### src/rtl/seg_pkg.sv
// Shared constants and BCD decode table for the multiplexed 7-segment display path.
// Segment vectors are active-low, bit6..bit0 = g..a.
package seg_pkg;

    localparam logic [6:0] SEG_BLANK = 7'b1111111;

    localparam logic [3:0] DIG_OFF   = 4'b1111;
    localparam logic [3:0] DIG_EN_0  = 4'b1110;
    localparam logic [3:0] DIG_EN_1  = 4'b1101;
    localparam logic [3:0] DIG_EN_2  = 4'b1011;
    localparam logic [3:0] DIG_EN_3  = 4'b0111;

    // Codes 10..15 are not valid BCD and are shown dark rather than as hex glyphs.
    function automatic logic [6:0] bcd_to_seg(input logic [3:0] bcd);
        logic [6:0] pattern;
        case (bcd)
            4'd0:    pattern = 7'b1000000;
            4'd1:    pattern = 7'b1111001;
            4'd2:    pattern = 7'b0100100;
            4'd3:    pattern = 7'b0110000;
            4'd4:    pattern = 7'b0011001;
            4'd5:    pattern = 7'b0010010;
            4'd6:    pattern = 7'b0000010;
            4'd7:    pattern = 7'b1111000;
            4'd8:    pattern = 7'b0000000;
            4'd9:    pattern = 7'b0010000;
            default: pattern = SEG_BLANK;
        endcase
        return pattern;
    endfunction

endpackage

### src/rtl/bcd_to_7seg.sv
// Combinational BCD to active-low 7-segment decoder.
module bcd_to_7seg
    import seg_pkg::*;
(
    input  logic [3:0] bcd,
    output logic [6:0] seg
);

    assign seg = bcd_to_seg(bcd);

endmodule

### src/rtl/seven_seg_mux.sv
// 4-digit multiplexed 7-segment driver: captures BCD digits on listo and scans them
// onto a shared segment bus with active-low per-digit enables.
module seven_seg_mux
    import seg_pkg::*;
#(
    parameter int REFRESH_DIV = 27000
) (
    input  logic       clk,
    input  logic       rst,
    input  logic [3:0] unidades_input,
    input  logic [3:0] decenas_input,
    input  logic [3:0] centenas_input,
    input  logic [3:0] millares_input,
    input  logic       listo,
    output logic [6:0] seg,
    output logic [3:0] transis
);

    localparam int CNT_W = (REFRESH_DIV > 1) ? $clog2(REFRESH_DIV) : 1;
    localparam logic [CNT_W-1:0] CNT_LAST = CNT_W'(REFRESH_DIV - 1);

    logic [3:0]       digit_q [4];
    logic [CNT_W-1:0] div_cnt;
    logic [1:0]       scan_idx;
    logic             tick;
    logic [3:0]       sel_digit;
    logic [6:0]       sel_seg;
    logic [3:0]       sel_en;

    // Capture stage: all four digits are taken together so the display never mixes two values.
    always_ff @(posedge clk) begin
        if (!rst) begin
            for (int i = 0; i < 4; i++) digit_q[i] <= 4'd0;
        end else if (listo) begin
            digit_q[0] <= unidades_input;
            digit_q[1] <= decenas_input;
            digit_q[2] <= centenas_input;
            digit_q[3] <= millares_input;
        end
    end

    assign tick = (div_cnt == CNT_LAST);

    always_ff @(posedge clk) begin
        if (!rst) begin
            div_cnt  <= '0;
            scan_idx <= 2'd0;
        end else if (tick) begin
            div_cnt  <= '0;
            scan_idx <= scan_idx + 2'd1;
        end else begin
            div_cnt  <= div_cnt + CNT_W'(1);
        end
    end

    assign sel_digit = digit_q[scan_idx];

    bcd_to_7seg u_dec (
        .bcd (sel_digit),
        .seg (sel_seg)
    );

    always_comb begin
        sel_en = DIG_OFF;
        case (scan_idx)
            2'd0: sel_en = DIG_EN_0;
            2'd1: sel_en = DIG_EN_1;
            2'd2: sel_en = DIG_EN_2;
            2'd3: sel_en = DIG_EN_3;
            default: sel_en = DIG_OFF;
        endcase
    end

    // Output stage: seg and transis load from the same index on the same edge.
    always_ff @(posedge clk) begin
        if (!rst) begin
            seg     <= SEG_BLANK;
            transis <= DIG_OFF;
        end else begin
            seg     <= sel_seg;
            transis <= sel_en;
        end
    end

endmodule

### config.mk
export PLATFORM = sky130hd
export DESIGN_NAME = seven_seg_mux
export DESIGN_NICKNAME = d
export VERILOG_FILES = /design/src/rtl/seg_pkg.sv /design/src/rtl/bcd_to_7seg.sv /design/src/rtl/seven_seg_mux.sv
export SDC_FILE = /design/constraint.sdc
export NUM_CORES = 1
export LEC_CHECK = 0
export ABC_AREA = 0
export CORE_UTILIZATION = 40
export CTS_CLUSTER_DIAMETER = 80
export DETAILED_ROUTE_END_ITERATION = 8
export DONT_BUFFER_PORTS = 1
export PLACE_DENSITY = 0.53
export SYNTH_ARGS = -nofsm -noshare
export SYNTH_HDL_FRONTEND = slang
export SYNTH_SLANG_ARGS = --single-unit
### constraint.sdc
create_clock -name clk -period 5 [get_ports clk]
set_input_delay 0.5 -clock clk [delete_from_list [all_inputs] [get_ports clk]]
set_output_delay 0.5 -clock clk [all_outputs]
set_load 0.02 [all_outputs]
Word level (Yosys, flattened, before mapping)
Memory sizes are Yosys's and may differ from the RTL's. A register that Yosys moved wholly into a read port is not among the register bits.
Cells that the tools add are included.
{"block": "op_classes", "add_sub_neg": 2, "n_eq_ne": 4, "muxes": 11, "n_bitwise": 5, "reduce_logical": 3}
{"cell": "$mux W4", "count": 4}
{"cell": "$pmux W4 S4", "count": 1}
{"cell": "$add A15 B1 Y15 const B", "count": 1}
{"cell": "$eq A15 B15 Y1 const B", "count": 1}
{"cell": "$eq A2 B2 Y1 const B", "count": 2}
{"cell": "$mux W1", "count": 4}
{"cell": "$mux W2", "count": 2}
{"cell": "$or A1 B1 Y1", "count": 4}
{"cell": "$add A2 B1 Y2 const B", "count": 1}
{"cell": "$eq A2 B1 Y1 const B", "count": 1}
{"cell": "$logic_not A2 Y1", "count": 1}
{"cell": "$reduce_or A2 Y1", "count": 1}
{"cell": "$logic_not A1 Y1", "count": 1}
{"cell": "$not A1 Y1", "count": 1}
{"block": "word_totals", "ff_bits": 21, "ram_bits": 16, "rom_bits": 112, "inputBits": 19, "elab_cells": 30, "mem_count": 2}
{"memory": "(name not given)", "words": 16, "width": 7, "rd": 1, "rd_clocked_by_memory_dff": 1, "wr": 0, "line": "seg_pkg.sv:16", "rtl": "case (bcd)"}
{"memory": "digit_q", "words": 4, "width": 4, "rd": 1, "rd_clocked_by_memory_dff": 1, "wr": 4, "line": "seven_seg_mux.sv:22", "rtl": "logic [3:0] digit_q [4];"}

Logic depth before layout (Yosys ltp)
Gate-level depths: netlist of run 1.
{"block": "logic_depth", "ltp_word": 4, "depth_mapped": 7}

Cells and area by module
Synthesis of run 1 repeated with hierarchy kept, for this count alone.
{"block": "unflattened", "cells_unflattened": 191, "area_unflattened_um2": 2010.7}
{"mod": "seven_seg_mux", "n_inst": 1, "cells_per_inst": 158, "area_per_inst_um2": 1800.5, "seq_area_each_um2": 1081.0}
{"mod": "bcd_to_7seg", "n_inst": 1, "cells_per_inst": 33, "area_per_inst_um2": 210.2, "seq_area_each_um2": 0.0}

Worst setup path before layout of run 1
Ideal clock, no wire load.
{"block": "synth_path", "path_kind": "register to register", "startpoint": "reg (tool-made name)", "endpoint": "reg seg[4]", "setup_time_ps": 126, "arrival_time_ps": 1678, "required_ps": 4874, "slack_ps": 3196, "path_stages_with_launch": 8, "path_buffers": 0, "cell_sequence": "dfxtp_1 mux4_2 inv_1 ha_1 inv_1 mux2_4 o22ai_1 nand2_1"}
{"item": "end, declared", "line": "seven_seg_mux.sv:15", "rtl": "output logic [6:0] seg,"}

==> results of run 1 <==
-- stage by stage --
stage	instance area (um^2)	setup WS (ps)	hold slack, ps	instances
5_1_grt	2120	2910	264	240
4_1_cts	2120	3010	267	240
3_5_place_dp	2040	3020	468	232
2_1_floorplan	2000	3200	429	172
6_report	2120	3020	277	240
3_3_place_gp	2040	3120	440	232
-- critical path, cell delays in order, from the launching register on --
cell and delay (ps):
dfxtp_1 490, mux4_2 590, inv_1 120, ha_1 150, inv_1 50, mux2_4 250
o22ai_1 140, nand2_1 70
-- per-layer routing --
metal	wire length [um]	share of wire, %	track usage (%)	vias to the layer above
met5	0	0	0	-
met4	55	1.8	6.32	0
met3	120	3.9	4.70	6
met2	1360	44	20.0	24
met1	1560	50	17.8	533
li1	-	-	-	607
-- power by group through the flow --
stage / Sequential, W / Combinational, W / Clock (W)
detailed placement: 0.000431 / 0.0000380 / 0
floorplan: 0.000429 / 0.0000352 / 0
global route: 0.000425 / 0.0000424 / 0.000235
CTS: 0.000422 / 0.0000380 / 0.000218
finish: 0.000422 / 0.0000374 / 0.000211
global placement: 0.000432 / 0.0000362 / 0
-- layout by cell type, fill, tap and decap left out, types with 3 or more instances in the layout --
cell | synthesis | layout
and3_1 | 17 | 17
xor2_1 | 7 | 7
clkinv_1 | 0 | 3
nor2_1 | 13 | 13
xnor2_1 | 5 | 5
and2_1 | 4 | 4
dfxtp_1 | 30 | 30
nand4_1 | 3 | 3
o21ai_0 | 5 | 5
edfxtp_1 | 16 | 16
o31ai_1 | 3 | 3
inv_1 | 7 | 7
clkbuf_8 | 0 | 5
mux2i_1 | 4 | 4
ha_1 | 10 | 10
nand2_1 | 14 | 14
-- sequential cells by signal, summed over array words and instances (netlist names), named ones only --
name and count:
transis 4, digit_q 16, seg 7, div_cnt 15, scan_idx 2
-- how the worst min path moves through the flow --
stage / slack (ps) / endpoint / depth (start not counted) / start
floorplan: 430 / div_cnt[0] / 1 / div_cnt[0]
global placement: 440 / div_cnt[0] / 1 / div_cnt[0]
detailed placement: 470 / div_cnt[0] / 1 / div_cnt[0]
CTS: 270 / transis[0] / 1 / rst
global route: 260 / seg[4] / 1 / rst
finish: 280 / seg[4] / 1 / rst
-- kinds of logic after synthesis --
family	after synthesis	share of synthesized area, %
compound gates	12	3.63
fa+ha+maj	10	6.27
mux	9	7.64
buf+inv	14	3.32
xor+xnor	12	5.26
flops	46	54.1
simple gates	69	19.7
-- layout make-up --
cell class                 instances  area [um^2]  area share, %
tap                               67         83.8           3.95
clock inverter                     3         11.3          0.531
multi-input combinational        112          850           40.1
clock buffer                       5         68.8           3.24
inverter                           7         26.3           1.24
sequential                        46         1080           51.0
==> results.md, run 1 <==
- Post-synth EDFFs: 16
- Prevailing post-synth register cell: dfxtp_1
- Tmin final: 1980 ps
- Htree depth: 2
- Placer Congestion: 0.740
- Distinct cell type count of the synthesized netlist: 38
- Finished Core Util: 44.6%
- Drt via density: 4.88
- Clock slew at reported path FFs: 80 ps
- Initial Util: 42.0%
- Top cells by area, synth: dfxtp_1, edfxtp_1, ha_1, and3_1, xor2_1
- Max Cap Violations: 0
- Combinational share of power: 5.6%
- Die Y: 72.7 um
- Unrepaired setup endpoints after global routing: false
- CP Launch Type: flop
- Final-report setup violation count: 0
- Num CTS Buffers: 5
- CTS tree: built
- Total Wirelength: 3100 um
- Latest clock arrival within the worst-skew pair: 290 ps
- Layout Nets: 201
- Number of synthesized register bits: 46
- Leading area contributor after synthesis: dfxtp_1
- Vias after detailed routing: 1170
- CP Class: flop to flop
- Number of top-level pins: 30
- Reg2Reg Depth: 7
- Lkg Pwr: 0.825 nW
- Fraction of layout cells with a size suffix above 1: 7.51%
- WL per Instance: 12.9 um
- F_max: 505 MHz
- Power Dens Cells: 316 nW/um^2
- CTS hold repair buffers: 0
- Status: complete, no violations
- Synth Instances: 172
- Setup TNS: 0 ps
- NetSw: 0.000153 W
- Power Total: 0.000670 W
- GRT Resource Usage Total: 13.6%
- Synth cell count leaders: dfxtp_1, and3_1, edfxtp_1
- Vias in the first global route: 1118
- Reg power frac: 63.0%
- Top cell type's share of synthesized area: 30.1%
- Reg2reg end: seg[4]
- Setup Buffers After CTS: 0
- Top-count cell post-synth: dfxtp_1
- Crit path max fanout: 4
- Antenna violations before repair: 0
- Clock power frac: 31.4%
- Syn. warnings: 0
- DRT antenna net count: 0
- Worst reg-to-reg setup slack: 3020 ps
- Critical Path End: seg[4]
- Least-Margin Pin Slew: 721 ps
- Peak VDD IR: 0.160 mV
- First-pass GRT wire length: 5260 um
- Async SR Flop Fraction: 0%
- CTS Buffer Depth: 2
- Worst EP arrival: 2170 ps
- Clock Sinks: 46
- Final Hold Viols: 0
- Mapped cell area: 2000 um^2
- Input/output buffers: 0
- Worst rel slew slack: 51.9%
- GRT Residual Overflow: 0
- HPWL after DPL: 2200 um
- Worst Hold Class: primary input to flop
- Syn_area_per_cell: 11.6 um^2
- DRC: 0
- Largest net degree at the start of global routing: 29
- Die width: 72.7 um
- Sequential area share after synthesis: 54.1%
- CP endpoint kind: flop
- Syn_nets: 201
- Total core area: 4750 um^2
- Row cnt: 25
- DIE AREA: 5280 um^2
- Area delta synth->final: 6.20%
- Worst path required time: 5190 ps
- # resized after CTS: 0
- Fin Clk Skew: 4.38 ps
- DR iter-0 viols: 70
- Final period util: 39.6%
- TritonRoute pass-1 iters: 4
- Diode count: 0
- Fillers: 444
- Switching share of power: 22.8%
- Root Buffer: clkbuf_8
- Cell Int Power: 0.000518 W
- Final slew viol count: 0
No activity file was read; power rests on OpenSTA's default activity.
==> run 2: changes to the inputs <==
--- a/config.mk
+++ b/config.mk
@@ -5,12 +5,12 @@
 export SDC_FILE = /design/constraint.sdc
 export NUM_CORES = 1
 export LEC_CHECK = 0
-export ABC_AREA = 0
+export ABC_AREA = 1
 export CORE_UTILIZATION = 40
 export CTS_CLUSTER_DIAMETER = 80
 export DETAILED_ROUTE_END_ITERATION = 8
 export DONT_BUFFER_PORTS = 1
-export PLACE_DENSITY = 0.53
+export PLACE_DENSITY = 0.55
 export SYNTH_ARGS = -nofsm -noshare
 export SYNTH_HDL_FRONTEND = slang
 export SYNTH_SLANG_ARGS = --single-unit
==> constraint.sdc (replaced) <==
create_clock -name clk -period 1.72 [get_ports clk]
set_input_delay 0.172 -clock clk [delete_from_list [all_inputs] [get_ports clk]]
set_output_delay 0.172 -clock clk [all_outputs]
set_load 0.02 [all_outputs]
==> run 2 against run 1 <==
Net effect: via count increased by 28%; core utilization increased by 1.4 points; area after synthesis increased by 9.0%; clock skew about the same.
==> results.md, run 2 <==
- Adder-Cell Fraction of Synth Area: 5.75% (-0.52 points)
- Least-Margin Pin Slew: 500 ps (-222 ps)
- Synth Area in XOR/XNOR: 2.01% (-3.3 points)
- DRT antenna net count: 0 (unchanged)
- Reg2Reg Depth: 8 (+1)
- Top-count cell post-synth: nand2_1
- Power Dens Cells: 978 nW/um^2 (+210%)
- Final-report setup violation count: 0 (unchanged)
- Post-synth EDFFs: 16 (unchanged)
- Placed cells: 319 (+38%)
- Row cnt: 26 (+4.0%)
- Worst path required time: 1910 ps (-3280 ps)
- Largest net degree at the start of global routing: 17 (-41%)
- Antenna violations before repair: 0 (unchanged)
- Top flop regs: digit_q: 16 flops, div_cnt: 15 flops, seg: 7 flops
- GRT Residual Overflow: 0 (unchanged)
- Peak VDD IR: 0.452 mV (+180%)
- Area delta synth->final: 9.37%
- Lkg Pwr: 0.985 nW (+19%)
- Finished Core Util: 46.0% (+1.4 points)
- Worst hold slack: 81.8 ps (-195 ps)
- Final slew viol count: 0 (unchanged)
- Max reg flops: 16 (unchanged)
- Synth cell count leaders: nand2_1, nor2_1, inv_1
- Die Y: 75.8 um (+4.3%)
- Async SR Flop Fraction: 0% (unchanged)
- WL per Instance: 10.8 um (-17%)
- Fin Clk Skew: 4.50 ps (+0.116 ps)
- Die width: 75.8 um (+4.3%)
- Top reg by flops: digit_q
- Compound-Gate Fraction of Synth Area: 2.70% (-0.93 points)
- DR iter-0 viols: 88 (+26%)
- Diode count: 0 (unchanged)
- Layout Nets: 286 (+42%)
- Worst EP arrival: 1750 ps (-420 ps)
- Drt via density: 4.56 (-6.4%)
- CP Class: flop to flop
- Setup TNS: 0 ps (unchanged)
- Clock power frac: 41.4% (+10 points)
- Initial Util: 42.1% (+0.066 points)
- Combinational share of power: 5.8% (+0.2 points)
- Synth Instances: 253 (+47%)
- Most common cell after layout, fill and taps aside: nand2_1
- GRT Resource Usage Total: 14.0% (+0.45 points)
- Htree depth: 2 (unchanged)
- Cell Int Power: 0.00181 W (+250%)
- CTS tree: built
- Input/output buffers: 0 (unchanged)
- Reg power frac: 52.8% (-10 points)
- DRC: 0 (unchanged)
- Crit path max fanout: 5 (+1)
- Number of synthesized register bits: 46 (unchanged)
- CP endpoint kind: flop
- Final Hold Viols: 0 (unchanged)
- Switching share of power: 22.1% (-0.65 points)
- Vias after detailed routing: 1496 (+28%)
- Simple-gate portion of the synthesized area: 32.2% (+12 points)
- Top cell type's share of synthesized area: 27.6% (-2.5 points)
- Top cells by area, synth: dfxtp_1, edfxtp_1, nand2_1, nor2_1, inv_1
- Worst Hold Class: primary input to flop
- Total Wirelength: 3540 um (+14%)
- Main combinational cell family by area after synthesis: simple AND/OR/NAND/NOR gates
- Latest clock arrival within the worst-skew pair: 300 ps (about the same)
- Number of top-level pins: 30 (unchanged)
- Distinct cell type count of the synthesized netlist: 28 (-26%)
- Syn_area_per_cell: 8.60 um^2 (-26%)
- Total core area: 5170 um^2 (+8.8%)
- HPWL after DPL: 2590 um (+18%)
- Mapped cell area: 2180 um^2 (+9.0%)
- Fillers: 506 (+14%)
- CTS Buffer Depth: 2 (unchanged)
- Post-synthesis mux area share: 0% (-7.6 points)
- Num CTS Buffers: 5 (unchanged)
- Most frequent cells in the layout: nand2_1, nor2_1, inv_1
- Hold depth: 2 (+1)
- Fraction of layout cells with a size suffix above 1: 11.2% (+3.7 points)
- Status: complete, no violations
- Max Cap Violations: 0 (unchanged)
- Worst rel slew slack: 66.6% (+15 points)
- Clock slew at reported path FFs: 90 ps (about the same)
- Vias in the first global route: 1298 (+16%)
- Prevailing post-synth register cell: dfxtp_1
- TritonRoute pass-1 iters: 4 (unchanged)
- Final period util: 90.5% (+51 points)
- First-pass GRT wire length: 5940 um (+13%)
- DIE AREA: 5740 um^2 (+8.7%)
- Placer Congestion: 0.734 (-0.74%)
- CP Launch Type: flop
- Tmin final: 1560 ps (-423 ps)
- Syn. warnings: 0 (unchanged)
- Syn_nets: 282 (+40%)
- Clock Sinks: 46 (unchanged)
- NetSw: 0.000515 W (+240%)
- Unrepaired setup endpoints after global routing: false
- Sequential area share after synthesis: 49.7% (-4.5 points)
- F_max: 643 MHz (+27%)
- Root Buffer: clkbuf_8
- Non-filler cells, final: 328 (+37%)
- Leading area contributor after synthesis: dfxtp_1
run 2: worst paths after layout:
kind | startpoint | endpoint | slack [ps]
worst max register to register | flop | seg[5] | 160
worst min register to register | div_cnt[0] | div_cnt[0] | 460
worst max-delay path | flop | seg[5] | 160
worst min-delay path | decenas_input[3] | digit_q[1][3] | 80
run 2: cell type report:
cell class	instances	area, um^2	area share [%]
Clock buffer	5	68.8	2.89
Clock inverter	3	68.8	2.89
Inverter	35	134	5.63
Multi-Input combinational cell	168	928	39.0
Sequential cell	46	1080	45.5
Tap cell	70	87.6	3.68
Timing Repair Buffer	1	10.0	0.421
run 2: logic make-up (layout without fill, tap and decap cells):
group           Yosys count  after routing
fa+ha+maj                10             10
xor+xnor                  5              5
compound gates            9              9
simple gates            144            144
flops                    46             46
buf+inv                  39             44
run 2: power by group through the flow:
stage	Combinational, W	Clock (W)	Sequential, W
6_report	0.000135	0.000963	0.00123
4_1_cts	0.000137	0.000999	0.00123
5_1_grt	0.000158	0.00104	0.00124
3_3_place_gp	0.000133	0	0.00126
3_5_place_dp	0.000133	0	0.00126
2_1_floorplan	0.000116	0	0.00125
run 2: critical path: stages, from the launching register on:
cell      delay, ps
dfxtp_1         380
inv_1           170
nand3_1         100
nand2_1         180
inv_1           110
ha_1            200
nand3b_1        160
nand3_1          90
nand2_1          50
run 2: metrics by stage:
stage,instance area [um^2],power (W),setup WS (ps)
after detailed placement,2230,0.00139,97.2
after global placement,2230,0.00139,154
after floorplan,2180,0.00136,317
final,2380,0.00233,164
after global routing,2380,0.00243,55.0
after CTS,2380,0.00237,92.4
run 2: metal layers:
layer / up-vias / GRT usage, % / wire length, um / part of all wire [%]
met5: - / 0 / 0 / 0
met4: 0 / 4.94 / 55 / 1.6
met3: 7 / 4.23 / 128 / 3.6
met2: 31 / 20.6 / 1490 / 42
met1: 658 / 19.4 / 1870 / 53
li1: 800 / - / - / -
run 2: repair_timing:
| item | CTS | global route |
|---|---|---|
| setup endpoints to repair | 0 | 2 |
| endpoints found under the hold margin | 7 | 0 |
| buffers inserted | 0 | 0 |
| hold buffers | 1 | 0 |
| resized for setup | 0 | 1 |
